`src/rtl/hdmi_acr_meter.sv`:
```
// hdmi_acr_meter: measures the async audio clock against the pixel clock and
// produces HDMI ACR values: a constant N and a measured CTS, plus lock/error status.
// Ports: I_clk_pixel, I_reset (async, active-high), I_clk_audio (async),
//        I_acr_ready / O_acr_valid / O_cts (valid/ready handshake), O_n (constant N),
//        O_sample_strobe (one pulse per audio edge), O_locked, O_error (sticky).
// Optional: define ACR_FIXED_CTS_EN to report CTS_NOMINAL instead of the measured CTS.
module hdmi_acr_meter #(
    parameter int N_VALUE       = 6144,
    parameter int CTS_WIDTH     = 20,
    parameter int CTS_NOMINAL   = 27000,
    parameter int CTS_TOLERANCE = 32
) (
    input  logic                 I_clk_pixel,
    input  logic                 I_reset,
    input  logic                 I_clk_audio,
    input  logic                 I_acr_ready,
    output logic                 O_acr_valid,
    output logic [CTS_WIDTH-1:0] O_cts,
    output logic [19:0]          O_n,
    output logic                 O_sample_strobe,
    output logic                 O_locked,
    output logic                 O_error
);

    localparam int WIN = N_VALUE / 128;
    localparam int EW  = (WIN > 1) ? $clog2(WIN) : 1;
    localparam int LO  = (CTS_NOMINAL > CTS_TOLERANCE) ? CTS_NOMINAL - CTS_TOLERANCE : 0;
    localparam int HI  = CTS_NOMINAL + CTS_TOLERANCE;
    localparam logic [CTS_WIDTH-1:0] CNT_MAX = '1;

    typedef enum logic {IDLE, MEASURE} state_t;

    state_t               state, state_d;
    logic                 sync1, sync2, sync3;
    logic                 aud_edge;
    logic [CTS_WIDTH-1:0] pix_cnt, pix_d;
    logic [EW-1:0]        edge_cnt, ecnt_d;
    logic [1:0]           lock_cnt, lock_d;
    logic                 valid_d, err_d;
    logic [CTS_WIDTH-1:0] cts_d, capture;
    logic                 boundary, timeout, in_tol;

    assign O_n      = 20'(N_VALUE);
    assign O_locked = (lock_cnt == 2'd2);
    assign aud_edge = sync2 & ~sync3;

    // Tolerance window is checked against the measured count in every build.
    assign in_tol = ({1'b0, pix_cnt} >= (CTS_WIDTH+1)'(LO)) &&
                    ({1'b0, pix_cnt} <= (CTS_WIDTH+1)'(HI));

`ifdef ACR_FIXED_CTS_EN
    assign capture = CTS_WIDTH'(CTS_NOMINAL);
`else
    assign capture = pix_cnt;
`endif

    always_ff @(posedge I_clk_pixel or posedge I_reset) begin
        if (I_reset) begin
            sync1           <= 1'b0;
            sync2           <= 1'b0;
            sync3           <= 1'b0;
            O_sample_strobe <= 1'b0;
        end else begin
            sync1           <= I_clk_audio;
            sync2           <= sync1;
            sync3           <= sync2;
            O_sample_strobe <= aud_edge;
        end
    end

    always_ff @(posedge I_clk_pixel or posedge I_reset) begin
        if (I_reset) begin
            state       <= IDLE;
            pix_cnt     <= '0;
            edge_cnt    <= '0;
            lock_cnt    <= 2'd0;
            O_acr_valid <= 1'b0;
            O_cts       <= '0;
            O_error     <= 1'b0;
        end else begin
            state       <= state_d;
            pix_cnt     <= pix_d;
            edge_cnt    <= ecnt_d;
            lock_cnt    <= lock_d;
            O_acr_valid <= valid_d;
            O_cts       <= cts_d;
            O_error     <= err_d;
        end
    end

    always_comb begin
        state_d  = state;
        pix_d    = pix_cnt;
        ecnt_d   = edge_cnt;
        boundary = 1'b0;
        timeout  = 1'b0;
        unique case (state)
            IDLE: begin
                if (aud_edge) begin
                    state_d = MEASURE;
                    pix_d   = CTS_WIDTH'(1);
                    ecnt_d  = '0;
                end
            end
            MEASURE: begin
                // Counter saturation means the audio clock vanished.
                if (pix_cnt == CNT_MAX) begin
                    timeout = 1'b1;
                    state_d = IDLE;
                    pix_d   = '0;
                    ecnt_d  = '0;
                end else begin
                    pix_d = pix_cnt + CTS_WIDTH'(1);
                    if (aud_edge) begin
                        if (edge_cnt == EW'(WIN - 1)) begin
                            boundary = 1'b1;
                            pix_d    = CTS_WIDTH'(1);
                            ecnt_d   = '0;
                        end else begin
                            ecnt_d = edge_cnt + EW'(1);
                        end
                    end
                end
            end
            default: state_d = IDLE;
        endcase
    end

    always_comb begin
        valid_d = O_acr_valid;
        cts_d   = O_cts;
        lock_d  = lock_cnt;
        err_d   = O_error;
        if (O_acr_valid && I_acr_ready)
            valid_d = 1'b0;
        if (timeout) begin
            lock_d = 2'd0;
            err_d  = 1'b1;
        end
        if (boundary) begin
            valid_d = 1'b1;
            cts_d   = capture;
            // Unread value being replaced without a transfer is an overrun.
            if (O_acr_valid && !I_acr_ready)
                err_d = 1'b1;
            if (in_tol) begin
                lock_d = (lock_cnt == 2'd2) ? 2'd2 : lock_cnt + 2'd1;
            end else begin
                lock_d = 2'd0;
                err_d  = 1'b1;
            end
        end
    end

endmodule

```
`config.mk`:
```
export PLATFORM = sky130hd
export DESIGN_NAME = hdmi_acr_meter
export DESIGN_NICKNAME = d
export VERILOG_FILES = /design/src/rtl/hdmi_acr_meter.sv
export SDC_FILE = /design/constraint.sdc
export NUM_CORES = 1
export LEC_CHECK = 0
export CAP_MARGIN = 40
export CORE_MARGIN = 10
export CORE_UTILIZATION = 50
export CTS_BUF_LIST = sky130_fd_sc_hd__clkbuf_16
export DETAILED_ROUTE_END_ITERATION = 12
export PLACE_DENSITY = 0.83
export SLEW_MARGIN = 5
export SYNTH_ARGS = -nofsm -noshare
export SYNTH_HDL_FRONTEND = slang
export SYNTH_SLANG_ARGS = --single-unit
export TNS_END_PERCENT = 1
```
`constraint.sdc`:
```
create_clock -name I_clk_pixel -period 5.7 [get_ports I_clk_pixel]
set_clock_uncertainty 0.15 [all_clocks]
set_input_delay 1.14 -clock I_clk_pixel [delete_from_list [all_inputs] [get_ports I_clk_pixel]]
set_output_delay 1.14 -clock I_clk_pixel [all_outputs]
set_load 0.01 [all_outputs]
```
[Word level (Yosys, flattened, before mapping)]
Index checks and enable logic that the tools add are counted.
Operators by class
  $add $sub $neg: 3
  order comparisons: 2
  equality and inequality tests: 5
  mux-type cells: 29
  bitwise gates (word level): 3
  reductions and logical operators: 7
Operators by type and width (count)
  $mux 20: 4
  $pmux 20 s2: 1
  $mux 6: 4
  $add 20x1->20 const B: 1
  $eq 20x20->1 const B: 1
  $ge 20x15->1 const B: 1
  $le 20x15->1 const B: 1
  $mux 1: 14
  $pmux 6 s2: 1
  $mux 2: 4
  $add 6x1->6 const B: 1
  $eq 6x6->1 const B: 1
  $reduce_bool 2->1: 2
  $logic_and 1x1->1: 3
  $ne 3x1->1 const B: 1
  $add 2x1->2 const B: 1
  $eq 2x2->1 const B: 1
  $ne 2x2->1 const B: 1
  $not 1->1: 2
  $pmux 1 s2: 1
  $reduce_and 2->1: 1
  $and 1x1->1: 1
  $logic_not 1->1: 1
Storage, ports and cells
  register bits: 55
  output and inout bits: 44
  word-level logic and storage cells: 60

[Logic depth before layout (Yosys ltp)]
  word-level depth: 7
  gate-level depth with buffers: 9
  depth with buffers taken out: 6

[Least setup slack after synthesis]
OpenSTA, ideal clock, no wires.
  kind: reg2reg
  start point: reg pix_cnt[0], in the netlist capture[0]
  end point: reg O_cts[10]
  setup time: 128 ps
  arrival time: 2112 ps
  required time: 5422 ps
  slack: 3310 ps
  cell stages (with the launch flop): 7
  cell sequence: dfrtp_1 -> ha_1 -> nand4_2 -> or4_4 -> o211ai_2 -> buf_4 -> mux2_1
Between the ends
  word-level cells in the longest chain between the ends: 3
Ends and longest elaborated chain
  start: declaration: RTL line 36  | logic [CTS_WIDTH-1:0] pix_cnt, pix_d;
  start signal: assignment: RTL line 82  | pix_cnt <= pix_d;
  $eq 20x20->1: RTL line 107  | if (pix_cnt == CNT_MAX) begin
  $mux 1: RTL line 107
  $mux 1: RTL line 97  | unique case (state)
  end signal: assignment: RTL line 86  | O_cts <= cts_d;
  end: declaration: RTL line 18  | output logic [CTS_WIDTH-1:0] O_cts,
Every way passes these cells.
A chain may end at the register's enable or synchronous reset.

[Worst setup path in the final report]
  start point: reg pix_cnt[0], in the netlist capture[0]
  end point: reg O_error
Between the ends
  word-level cells in the longest chain between the ends: 7
  elaborated cells on any way between the ends: 12
  those cells by class: order compare: 2; eq/ne: 1; mux: 8; reduce/logical: 1
Ends and longest elaborated chain
  parallel branches: the longest is 6 deep, another holds $ge 20x15->1
  $mux 1 *: RTL line 140  | if (boundary) begin
  via err_d: RTL line 39  | logic valid_d, err_d;
  end signal: assignment: RTL line 87  | O_error <= err_d;
  end: declaration: RTL line 22  | output logic O_error
Mark *: on every way through the listed nets, which the timed path passes.

==> metrics.yaml <==
run_status:
  outcome: "completed"
floorplan:
  start_util_pct: 52.19
  coreArea_sq_um: 5574
  fp-row-count: 27
  die_y_microns: 96.28
  die_x_microns: 96.28
  die-area_sq_um: 9269
  io_pins: 48
pwr:
  clkPwrFrac_pct: 34.7
  p_sw_share_pct: 27.56
  internal-power_mw: 0.6853
  peakVddDrop_uv: 164.2
  powerDensity_nw_per_um2: 288.8
  switchingPower_mw: 0.2608
  pwr-share-comb_pct: 13.6
  p_seq_share_pct: 51.7
  p_leak_nw: 1.525
  fin_total_pwr_mw: 0.9461
timing:
  grt_setup_unrepaired: "false"
  slew_headroom_pct: 49.01
  hold_ws_ns: 0.1984
  period_share_pct: 53.91
  worst_pin_slew_ns: 0.7620
  hold_viol_final: 0
  fmax_ghz: 0.3254
  setup_ws_ns: 2.627
  maxSlewViolCount: 0
  setup_tns_ns: 0
  setup_viol: 0
  fin_crit_ns: 3.073
hold_path:
  hold_depth: 0
  min_path_type: "flip-flop to flip-flop"
  min-delay-start: "sync1"
  worstHoldEndpoint: "sync2"
global_routing:
  top_usage_layer: "met2"
  antenna_found_initial: 0
  grt_pass1_wl_mm: 10.10
  grtUsageMet2_pct: 21.58
  grt_max_degree: 56
  grt.overflow.total: 0
  grtUsageTotal_pct: 13.59
  grt_pass1_vias: 2087
  grt_use_met1_pct: 16.99
  use_met3_pct: 3.735
logic_synthesis:
  synth_edf_count: 0
  async_flop_share_pct: 100.0
  ys_seq_area_share_pct: 47.31
  avgSynthCellArea_sq_um: 9.928
  synth_cell_type_count: 50
  synthFlopType: "dfrtp_1"
  synth_seq_cells: 55
  synthCells: 293
  synth_area_sq_um: 2909
  ys_warn_count: 0
place:
  place_area_sq_um: 3117
  gp_congestion: 0.8825
  dpl.hpwl_mm: 4.267
  io_buffers: 27
  dpl_worst_slack_ns: 2.638
run:
  maxCapViolations: 0
setup_path:
  r2r_slack_ns: 2.63
  timing.rr.start: "capture[0]"
  r2r-end: "O_error"
  path_cells: "ha_1 -> nand4_2 -> or4_4 -> o211ai_2 -> buf_4 -> a21oi_1 -> or3_1"
  cp_max_fo: 21
  arrival_ns: 3.09
  worstPathRequired_ns: 5.71
  end_kind: "flip-flop"
  cp_slowest_cell: "or4_4"
  reg2reg_depth: 7
  start_kind: "flip-flop"
  path_class: "flip-flop to flip-flop"
  cp_slowest_stage_delay_ns: 0.61
cts:
  clockBufferDepth: 2
  cts_hold_buf: 0
  clock-sinks: 55
  cts_resized: 0
  numCtsBuffers: 5
  cts_setup_buffers: 0
  clkLatencyLatePin_ns: 0.29
  cts.clk_slew.worst_paths_ns: 0.07
  cts_tree: "built"
  cts_root_buf: "clkbuf_16"
  cts.htree.levels: 2
finish:
  fin_nets: 318
  stdcell_area_sq_um: 3276
  fill_cells: 480
  final_common_cell: "dfrtp_1"
  layout_common_cells: "55 x dfrtp_1, 28 x nand2_1, 27 x clkdlybuf4s50_1"
  syn_to_final_growth_pct: 12.60
  antenna_cells: 0
  layout-drive-gt1-share_pct: 6.149
route:
  final_antenna_net_count: 0
  drc: 0
  vias: 2199
  dr.pass1.iters: 4
  wirelength_mm: 6.004
  drt-wirelength-per-cell_microns: 15.76
  viasPerCell: 5.772
  drt_iter0_drc: 212
-- final cells by class --
| cell class | instances | area, sq um | area share (%) |
|---|---|---|---|
| repair buffers | 30 | 292.8 | 8.938 |
| inverters | 11 | 41.29 | 1.261 |
| flip-flops and latches | 55 | 1376 | 42.02 |
| multi-input cells | 206 | 1316 | 40.18 |
| clock inverters | 2 | 33.78 | 1.031 |
| clock buffers | 5 | 125.1 | 3.820 |
| well taps | 72 | 90.09 | 2.750 |
-- cell families (layout without fill, tap and decap cells) --
| family | after synthesis | count (layout) | synth area share (%) |
|---|---|---|---|
| mux | 15 | 15 | 5.806 |
| fa+ha+maj | 5 | 5 | 2.151 |
| compound gates | 67 | 67 | 15.35 |
| xor+xnor | 2 | 2 | 0.6023 |
| buf+inv | 50 | 48 | 9.764 |
| simple gates | 97 | 97 | 18.75 |
| flops | 55 | 55 | 47.31 |
| other cells | 2 | 20 | 0.2582 |
-- synthesized netlist by cell type (all sizes together), types with 2 or more instances --
library cell  instances  area, sq um
a21o                  3        22.52
o211ai                3        27.52
nor4                  5        52.55
buf                  31        212.7
inv                  11        41.29
xor2                  2        17.52
clkbuf                8        30.03
ha                    5        62.56
a22o                  3        26.28
nand3                20        100.1
o21ai                18        90.09
o31ai                 2        15.01
conb                  2        7.510
nor3                  7        35.03
a21oi                10        50.05
or4                   2        18.77
and3                  6        37.54
a31oi                13        81.33
nand4b                2        17.52
nor2                  7        26.28
dfrtp                55         1376
or3                   4        25.02
a211oi                3        27.52
mux2                 15        168.9
a41oi                 4        35.03
nand2                28        105.1
nand4                 5        52.55
nand2b                6        37.54
-- sequential cells by signal (all words and copies together) (netlist names) --
| name | cells |
|---|---|
| sync3 | 1 |
| capture | 20 |
| lock_cnt | 2 |
| state | 1 |
| O_cts | 20 |
| edge_cnt | 6 |
| sync1 | 1 |
| sync2 | 1 |
| O_acr_valid | 1 |
| O_sample_strobe | 1 |
| O_error | 1 |
-- power groups by stage --
stage / clock (mW) / combinational [mW] / sequential (mW)
global placement: 0 / 0.125 / 0.491
floorplan: 0 / 0.147 / 0.458
global route: 0.354 / 0.148 / 0.498
CTS: 0.335 / 0.130 / 0.488
detailed placement: 0 / 0.129 / 0.495
finish: 0.328 / 0.129 / 0.489
-- routing by layer --
metal / up-vias / wire length [microns]
met1: 1070 / 2664
li1: 1049 / -
met5: - / 0
met3: 7 / 472
met2: 73 / 2770
met4: 0 / 97
-- per-stage QoR --
step | cells | util (%)
final | 381 | 58.77
after global routing | 381 | 58.77
after CTS | 381 | 58.77
after detailed placement | 374 | 55.91
after global placement | 374 | 55.91
after floorplan | 311 | -
-- how the worst max path moves through the flow --
stage	from	end	slack, ns
final	capture[0]	O_error	2.63
after global routing	capture[0]	O_error	2.37
after CTS	capture[0]	O_error	2.61
after detailed placement	capture[0]	O_error	2.64
after global placement	capture[0]	O_error	2.68
after floorplan	I_reset	O_acr_valid	3.07
-- critical path, delay by kind of cell, from the launching register on --
kind | cells | cell delay, ns
adder cells (fa/ha/maj) | 1 | 0.27
flip-flops | 1 | 0.44
AND/OR/NAND/NOR | 3 | 1.15
buffers and inverters | 1 | 0.35
AO/OA/AOI/OAI | 2 | 0.58
(Power assumes the default switching activity.)
